## src/rtl/autocorr_pkg.sv

```systemverilog
// Shared constants, accumulator width helper and FSM state type for the
// autocorrelator accumulation stage.
package autocorr_pkg;

  localparam int unsigned LAG_W    = 2;
  localparam int unsigned NUM_LAGS = 5;
  localparam int unsigned ZERO_LAG = 2;
  localparam int unsigned IDX_W    = 3;

  // Sum width that cannot overflow for the given number of frames, never below LAG_W+1.
  function automatic int unsigned acc_width(input int unsigned frames);
    int unsigned w;
    w = LAG_W + $clog2(frames);
    return (w < LAG_W + 1) ? LAG_W + 1 : w;
  endfunction

  typedef enum logic [1:0] {
    ACCUM,
    SEARCH,
    HOLD
  } acc_state_t;

endpackage

```

## src/rtl/autocorr_accumulator.sv

```systemverilog
// Integrates the five per-lag products over ACC_FRAMES frames, scans the sums for the
// peak lag one entry per cycle and holds the result on a valid/ready port.
module autocorr_accumulator
  import autocorr_pkg::*;
#(
  parameter int unsigned ACC_FRAMES = 8,
  parameter bit          SKIP_ZERO  = 1'b1,
  localparam int unsigned ACC_W     = acc_width(ACC_FRAMES)
) (
  input  logic             clk,
  input  logic             rst_n,
  input  logic             in_valid,
  output logic             in_ready,
  input  logic [LAG_W-1:0] lag0,
  input  logic [LAG_W-1:0] lag1,
  input  logic [LAG_W-1:0] lag2,
  input  logic [LAG_W-1:0] lag3,
  input  logic [LAG_W-1:0] lag4,
  output logic             out_valid,
  input  logic             out_ready,
  output logic [ACC_W-1:0] acc0,
  output logic [ACC_W-1:0] acc1,
  output logic [ACC_W-1:0] acc2,
  output logic [ACC_W-1:0] acc3,
  output logic [ACC_W-1:0] acc4,
  output logic [2:0]       peak_lag,
  output logic [ACC_W-1:0] peak_val,
  output logic             overrun
);

  localparam int unsigned CNT_W = (ACC_FRAMES > 1) ? $clog2(ACC_FRAMES) : 1;

  acc_state_t       state_q;
  logic [ACC_W-1:0] acc_q [NUM_LAGS];
  logic [LAG_W-1:0] lag_in [NUM_LAGS];
  logic [CNT_W-1:0] cnt_q;
  logic [IDX_W-1:0] idx_q;
  logic [ACC_W-1:0] peak_val_q;
  logic [IDX_W-1:0] peak_lag_q;
  logic             out_valid_q;
  logic             overrun_q;
  logic             scan_skip;
  logic             scan_win;

  assign lag_in[0] = lag0;
  assign lag_in[1] = lag1;
  assign lag_in[2] = lag2;
  assign lag_in[3] = lag3;
  assign lag_in[4] = lag4;

  // Decide whether the lag under the scan index becomes the new peak (strict, lowest wins).
  always_comb begin
    scan_skip = SKIP_ZERO && (idx_q == IDX_W'(ZERO_LAG));
    scan_win  = !scan_skip && (acc_q[idx_q] > peak_val_q);
  end

  // Accumulate / scan / hold state machine with all outputs registered.
  always_ff @(posedge clk or negedge rst_n) begin
    if (!rst_n) begin
      state_q     <= ACCUM;
      cnt_q       <= '0;
      idx_q       <= '0;
      peak_val_q  <= '0;
      peak_lag_q  <= '0;
      out_valid_q <= 1'b0;
      overrun_q   <= 1'b0;
      for (int i = 0; i < NUM_LAGS; i++) acc_q[i] <= '0;
    end else begin
      if (in_valid && !in_ready) overrun_q <= 1'b1;
      case (state_q)
        ACCUM: begin
          if (in_valid) begin
            for (int i = 0; i < NUM_LAGS; i++) acc_q[i] <= acc_q[i] + ACC_W'(lag_in[i]);
            cnt_q <= cnt_q + CNT_W'(1);
            if (cnt_q == CNT_W'(ACC_FRAMES - 1)) begin
              state_q    <= SEARCH;
              idx_q      <= '0;
              peak_val_q <= '0;
              peak_lag_q <= '0;
            end
          end
        end
        SEARCH: begin
          if (scan_win) begin
            peak_val_q <= acc_q[idx_q];
            peak_lag_q <= idx_q;
          end
          idx_q <= idx_q + IDX_W'(1);
          if (idx_q == IDX_W'(NUM_LAGS - 1)) begin
            state_q     <= HOLD;
            out_valid_q <= 1'b1;
          end
        end
        HOLD: begin
          if (out_ready) begin
            out_valid_q <= 1'b0;
            cnt_q       <= '0;
            state_q     <= ACCUM;
            for (int i = 0; i < NUM_LAGS; i++) acc_q[i] <= '0;
          end
        end
        default: state_q <= ACCUM;
      endcase
    end
  end

  assign in_ready  = (state_q == ACCUM);
  assign out_valid = out_valid_q;
  assign overrun   = overrun_q;
  assign peak_lag  = peak_lag_q;
  assign peak_val  = peak_val_q;
  assign acc0      = acc_q[0];
  assign acc1      = acc_q[1];
  assign acc2      = acc_q[2];
  assign acc3      = acc_q[3];
  assign acc4      = acc_q[4];

endmodule

```

## config.mk

```make
export PLATFORM = sky130hd
export DESIGN_NAME = autocorr_accumulator
export DESIGN_NICKNAME = d
export VERILOG_FILES = /design/src/rtl/autocorr_pkg.sv /design/src/rtl/autocorr_accumulator.sv
export SDC_FILE = /design/constraint.sdc
export NUM_CORES = 1
export LEC_CHECK = 0
export ABC_AREA = 1
export BUFFER_PORTS_ARGS = -buffer_cell sky130_fd_sc_hd__buf_4
export CAP_MARGIN = 30
export CORE_MARGIN = 2
export CORE_UTILIZATION = 60
export CTS_BUF_LIST = sky130_fd_sc_hd__clkbuf_8 sky130_fd_sc_hd__clkbuf_16
export DETAILED_ROUTE_END_ITERATION = 6
export PLACE_DENSITY = 0.9
export SLEW_MARGIN = 5
export SYNTH_ARGS = -nofsm -noshare
export SYNTH_HDL_FRONTEND = slang
export SYNTH_SLANG_ARGS = --single-unit
```

## constraint.sdc

```tcl
create_clock -name clk -period 5.3 [get_ports clk]
set_clock_uncertainty 0.05 [all_clocks]
set_input_delay 0.265 -clock clk [delete_from_list [all_inputs] [get_ports clk]]
set_output_delay 0.265 -clock clk [all_outputs]
set_load 0.02 [all_outputs]
```

==> run_results.csv <==
group,metric,value,unit
setup_path,critical_path_required,5.44,ns
timing,report.final.setup_viol,0,
setup_path,timing.critical_path.from,"idx_q[0]$_DFFE_PN0P_",
final_layout,areaGrowthSynthToFinish,19.93,%
pwr,cellLeakagePower,1.661,nW
final_layout,postLayoutCellArea,3094,sq um
die,fp.coreArea,4058,sq um
placement,buffer_ports.inserted,49,
global_routing,antenna_violations_before_repair,0,
routing,route.vias.total,2322,
synth,postSynthRegisterBits,43,
min_path,timing.hold.worst.class,"primary input to register",
clocking,clkSinkCount,43,
setup_path,worst_setup_path_end_kind,"register",
synth,yosysUniqueCellTypes,26,
pwr,powerDensity,696.8,nW/um^2
global_routing,global_route.overflow_total,0,
die,dieWidth,69.58,um
setup_path,worstRegToRegCells,13,
final_layout,nNetsFinal,394,
clocking,ctsRootBufferMaster,"sky130_fd_sc_hd__clkbuf_8",
routing,drt_iter0_drc,148,
clocking,clock_tree.buffer_depth,2,
timing,hold_viol_final,0,
timing,grt_setup_unrepaired,"no",
placement,pre_cts_slack,2.866,ns
global_routing,track_usage,27.23,%
timing,max_freq,395.0,MHz
synth,synth_fp_nets,343,
setup_path,critPathMaxStageDelay,0.58,ns
final_layout,cell_count_final_fillers_out,406,
synth,synth_top_area_cell,"sky130_fd_sc_hd__dfrtp_1",
die,row_count,23,
setup_path,timing_worst_setup_path_type,"register to register",
routing,route.final.wire_length,6.206,mm
timing,post-route-worst-setup-slack,2.768,ns
clocking,cts-htree-levels,2,
routing,drt_pre_antenna_iters,4,
outcome,outcome,"completed",
pwr,peakVddDrop,0.4483,mV
setup_path,timing.critical_path.cells,"inv_1 > nand2_1 > nand3_1 > nand3_1 > nand2_1 > ha_1 > nand2_1 > nor2_1 > a21oi_1 > nand2_2 > nand2_4 > nand2_1 > nand2_1",
synth,syn-cell-area,2580,sq um
placement,placedInstanceArea,2972,sq um
pwr,power.total,2.156,mW
synth,postSynthCellCount,304,
routing,drt-vias-per-instance,5.719,
clocking,worstSkewPairLatency,0.30,ns
setup_path,worst_r2r_endpoint,"peak_lag[2]$_DFFE_PN0P_",
die,die_h,69.58,um
job,max_cap_viol_count,0,
timing,final_period_minus_worst_setup_slack,2.532,ns
final_layout,final_layout_size_suffix_gt1_share,19.66,%
routing,drt-wirelength-per-cell,15.29,um
synth,yosysWarningCount,0,
placement,place.detailed.instances,397,
synth,post_synth.cell_area_avg,8.487,sq um
clocking,cts_inserted_buffers,5,
final_layout,seqCellArea,1076,sq um
setup_path,worst-r2r-setup-slack,2.77,ns
setup_path,path_max_fanout,15,
final_layout,layout.filler_cells,291,
setup_path,r2r-start,"idx_q[0]$_DFFE_PN0P_",
setup_path,critical_path_arrival,2.67,ns
timing,max-slew-margin-rel,62.54,%
timing,timing_max_transition_violations_final,0,
routing,route.antenna.remaining_nets,0,
setup_path,startpoint_type,"register",
clocking,clk_transition_reported_paths,0.09,ns
setup_path,critPathSlowestCell,"sky130_fd_sc_hd__dfrtp_1",
timing,setup-tns-final,0,ns
setup_path,cp-endpoint,"peak_lag[2]$_DFFE_PN0P_",
clocking,tritoncts,"yes",
timing,worst-slew-pin-transition,0.5613,ns
synth,seq_area_frac_synth,41.71,%
die,initial_core_util,63.58,%
global_routing,grt_first_pass_wirelength,10.42,mm
final_layout,antenna_cells_inserted,0,
routing,post_route_drc,0,
final_layout,total_area_of_multi_input_combinational_cells,1353,sq um
synth,synth_largest_type_area_fraction,41.71,%
timing,finalCritPeriodShare,47.77,%
synth,synth.area.top_cells,"sky130_fd_sc_hd__dfrtp_1, sky130_fd_sc_hd__nand2_1, sky130_fd_sc_hd__ha_1",
clocking,cts.repair_timing.setup_buffer_count,0,
placement,place.gp.congestion,0.9584,
die,die-area,4841,sq um
global_routing,first_global_vias,2255,
die,io-pin-count,50,
placement,dp_hpwl,4.526,mm
setup_path,crit_top_cell,"sky130_fd_sc_hd__nand2_1",
global_routing,grt_start_max_net_pins,44,
worst max-delay path, delay by kind of cell (launching register included):
family	cells	cell delay, ns
and+or+nand+nor	10	1.07
DFF	1	0.58
buffers and inverters	1	0.32
adders and majority gates	1	0.30
AOI/OAI and AO/OA	1	0.10
synthesized netlist by cell type:
cell / number
sky130_fd_sc_hd__nor3_1: 6
sky130_fd_sc_hd__nand2_1: 77
sky130_fd_sc_hd__fa_1: 5
sky130_fd_sc_hd__o21a_1: 1
sky130_fd_sc_hd__inv_1: 27
sky130_fd_sc_hd__buf_8: 1
sky130_fd_sc_hd__a21oi_1: 18
sky130_fd_sc_hd__o21bai_1: 1
sky130_fd_sc_hd__o21ai_0: 9
sky130_fd_sc_hd__and3_1: 5
sky130_fd_sc_hd__ha_1: 20
sky130_fd_sc_hd__a311oi_1: 1
sky130_fd_sc_hd__clkinv_1: 1
sky130_fd_sc_hd__nand4_1: 10
sky130_fd_sc_hd__nand2_2: 4
sky130_fd_sc_hd__dfrtp_1: 43
sky130_fd_sc_hd__nand2_4: 2
sky130_fd_sc_hd__a22o_1: 12
sky130_fd_sc_hd__nor2_1: 17
sky130_fd_sc_hd__inv_2: 2
sky130_fd_sc_hd__clkbuf_1: 1
sky130_fd_sc_hd__nand3_1: 31
sky130_fd_sc_hd__nor2_2: 1
sky130_fd_sc_hd__nand3b_2: 4
sky130_fd_sc_hd__buf_2: 4
sky130_fd_sc_hd__nand3b_1: 1
timing repair:
item,CTS,global route
resized for setup,0,0
endpoints found under the hold margin,43,0
hold buffers,1,0
setup endpoints to repair,0,0
kinds of logic after synthesis:
logic type      after synthesis  share of synthesized area, %
simple gates                158                         28.61
compound gates               42                         10.23
flops                        43                         41.71
fa+ha+maj                    25                         13.58
buf+inv                      36                         5.868
registers in the layout, summed over array words and instances (netlist names):
name / flops
peak_val: 5
peak_lag: 3
out_valid: 1
overrun: 1
acc0: 5
acc3: 5
acc1: 5
state_q: 2
acc2: 5
cnt_q: 3
acc4: 5
idx_q: 3
cell usage in the layout (no fill, tap or decap), drive strengths merged:
master | synthesis | final
nor2 | 18 | 18
and3 | 5 | 5
fa | 5 | 5
nor3 | 6 | 6
bufinv | 0 | 1
dfrtp | 43 | 43
nand3b | 5 | 5
nand4 | 10 | 10
ha | 20 | 20
buf | 5 | 49
clkbuf | 1 | 5
nand3 | 31 | 31
o21bai | 1 | 1
nand2 | 83 | 83
o21ai | 9 | 9
inv | 29 | 29
a22o | 12 | 12
a21oi | 18 | 18
a311oi | 1 | 1
clkinv | 1 | 3
dlygate4sd3 | 0 | 1
o21a | 1 | 1
stage by stage:
step / utilization (%) / hold WS [ns]
after floorplan: - / -0.08059
after global placement: 73.23 / 0.2329
after detailed placement: 73.23 / 0.2359
after CTS: 76.26 / 0.1073
after global routing: 76.26 / 0.1204
final: 76.26 / 0.1076
worst min path at each step:
| stage | from | endpoint | slack (ns) | cells after the start |
|---|---|---|---|---|
| floorplan | rst_n | acc0[0]$_DFFE_PN0P_ | -0.08 | 0 |
| global placement | rst_n | acc2[3]$_DFFE_PN0P_ | 0.23 | 1 |
| detailed placement | rst_n | acc2[3]$_DFFE_PN0P_ | 0.24 | 1 |
| CTS | out_ready | state_q[1]$_DFFE_PN0P_ | 0.11 | 2 |
| global route | out_ready | state_q[1]$_DFFE_PN0P_ | 0.12 | 2 |
| finish | out_ready | state_q[1]$_DFFE_PN0P_ | 0.11 | 2 |
routing by layer:
| metal | GRT usage (%) | wire [um] | up-vias |
|---|---|---|---|
| li1 | - | - | 1130 |
| met5 | 0 | 0 | - |
| met2 | 46.26 | 2948 | 71 |
| met1 | 33.97 | 2748 | 1101 |
| met3 | 4.651 | 306 | 20 |
| met4 | 12.20 | 202 | 0 |
final cells by class:
type	count	area share [%]
repair buffers	50	12.21
clock inverters	3	1.415
well taps	50	2.022
multi-input cells	225	43.71
flip-flops and latches	43	34.78
inverters	30	3.639
clock buffers	5	2.224
where the power goes:
part	internal, mW	switching [mW]
sequential	0.478	0.207
clock	0.140	0.119
combinational	0.483	0.729
No activity file was read; power rests on OpenSTA's default activity.
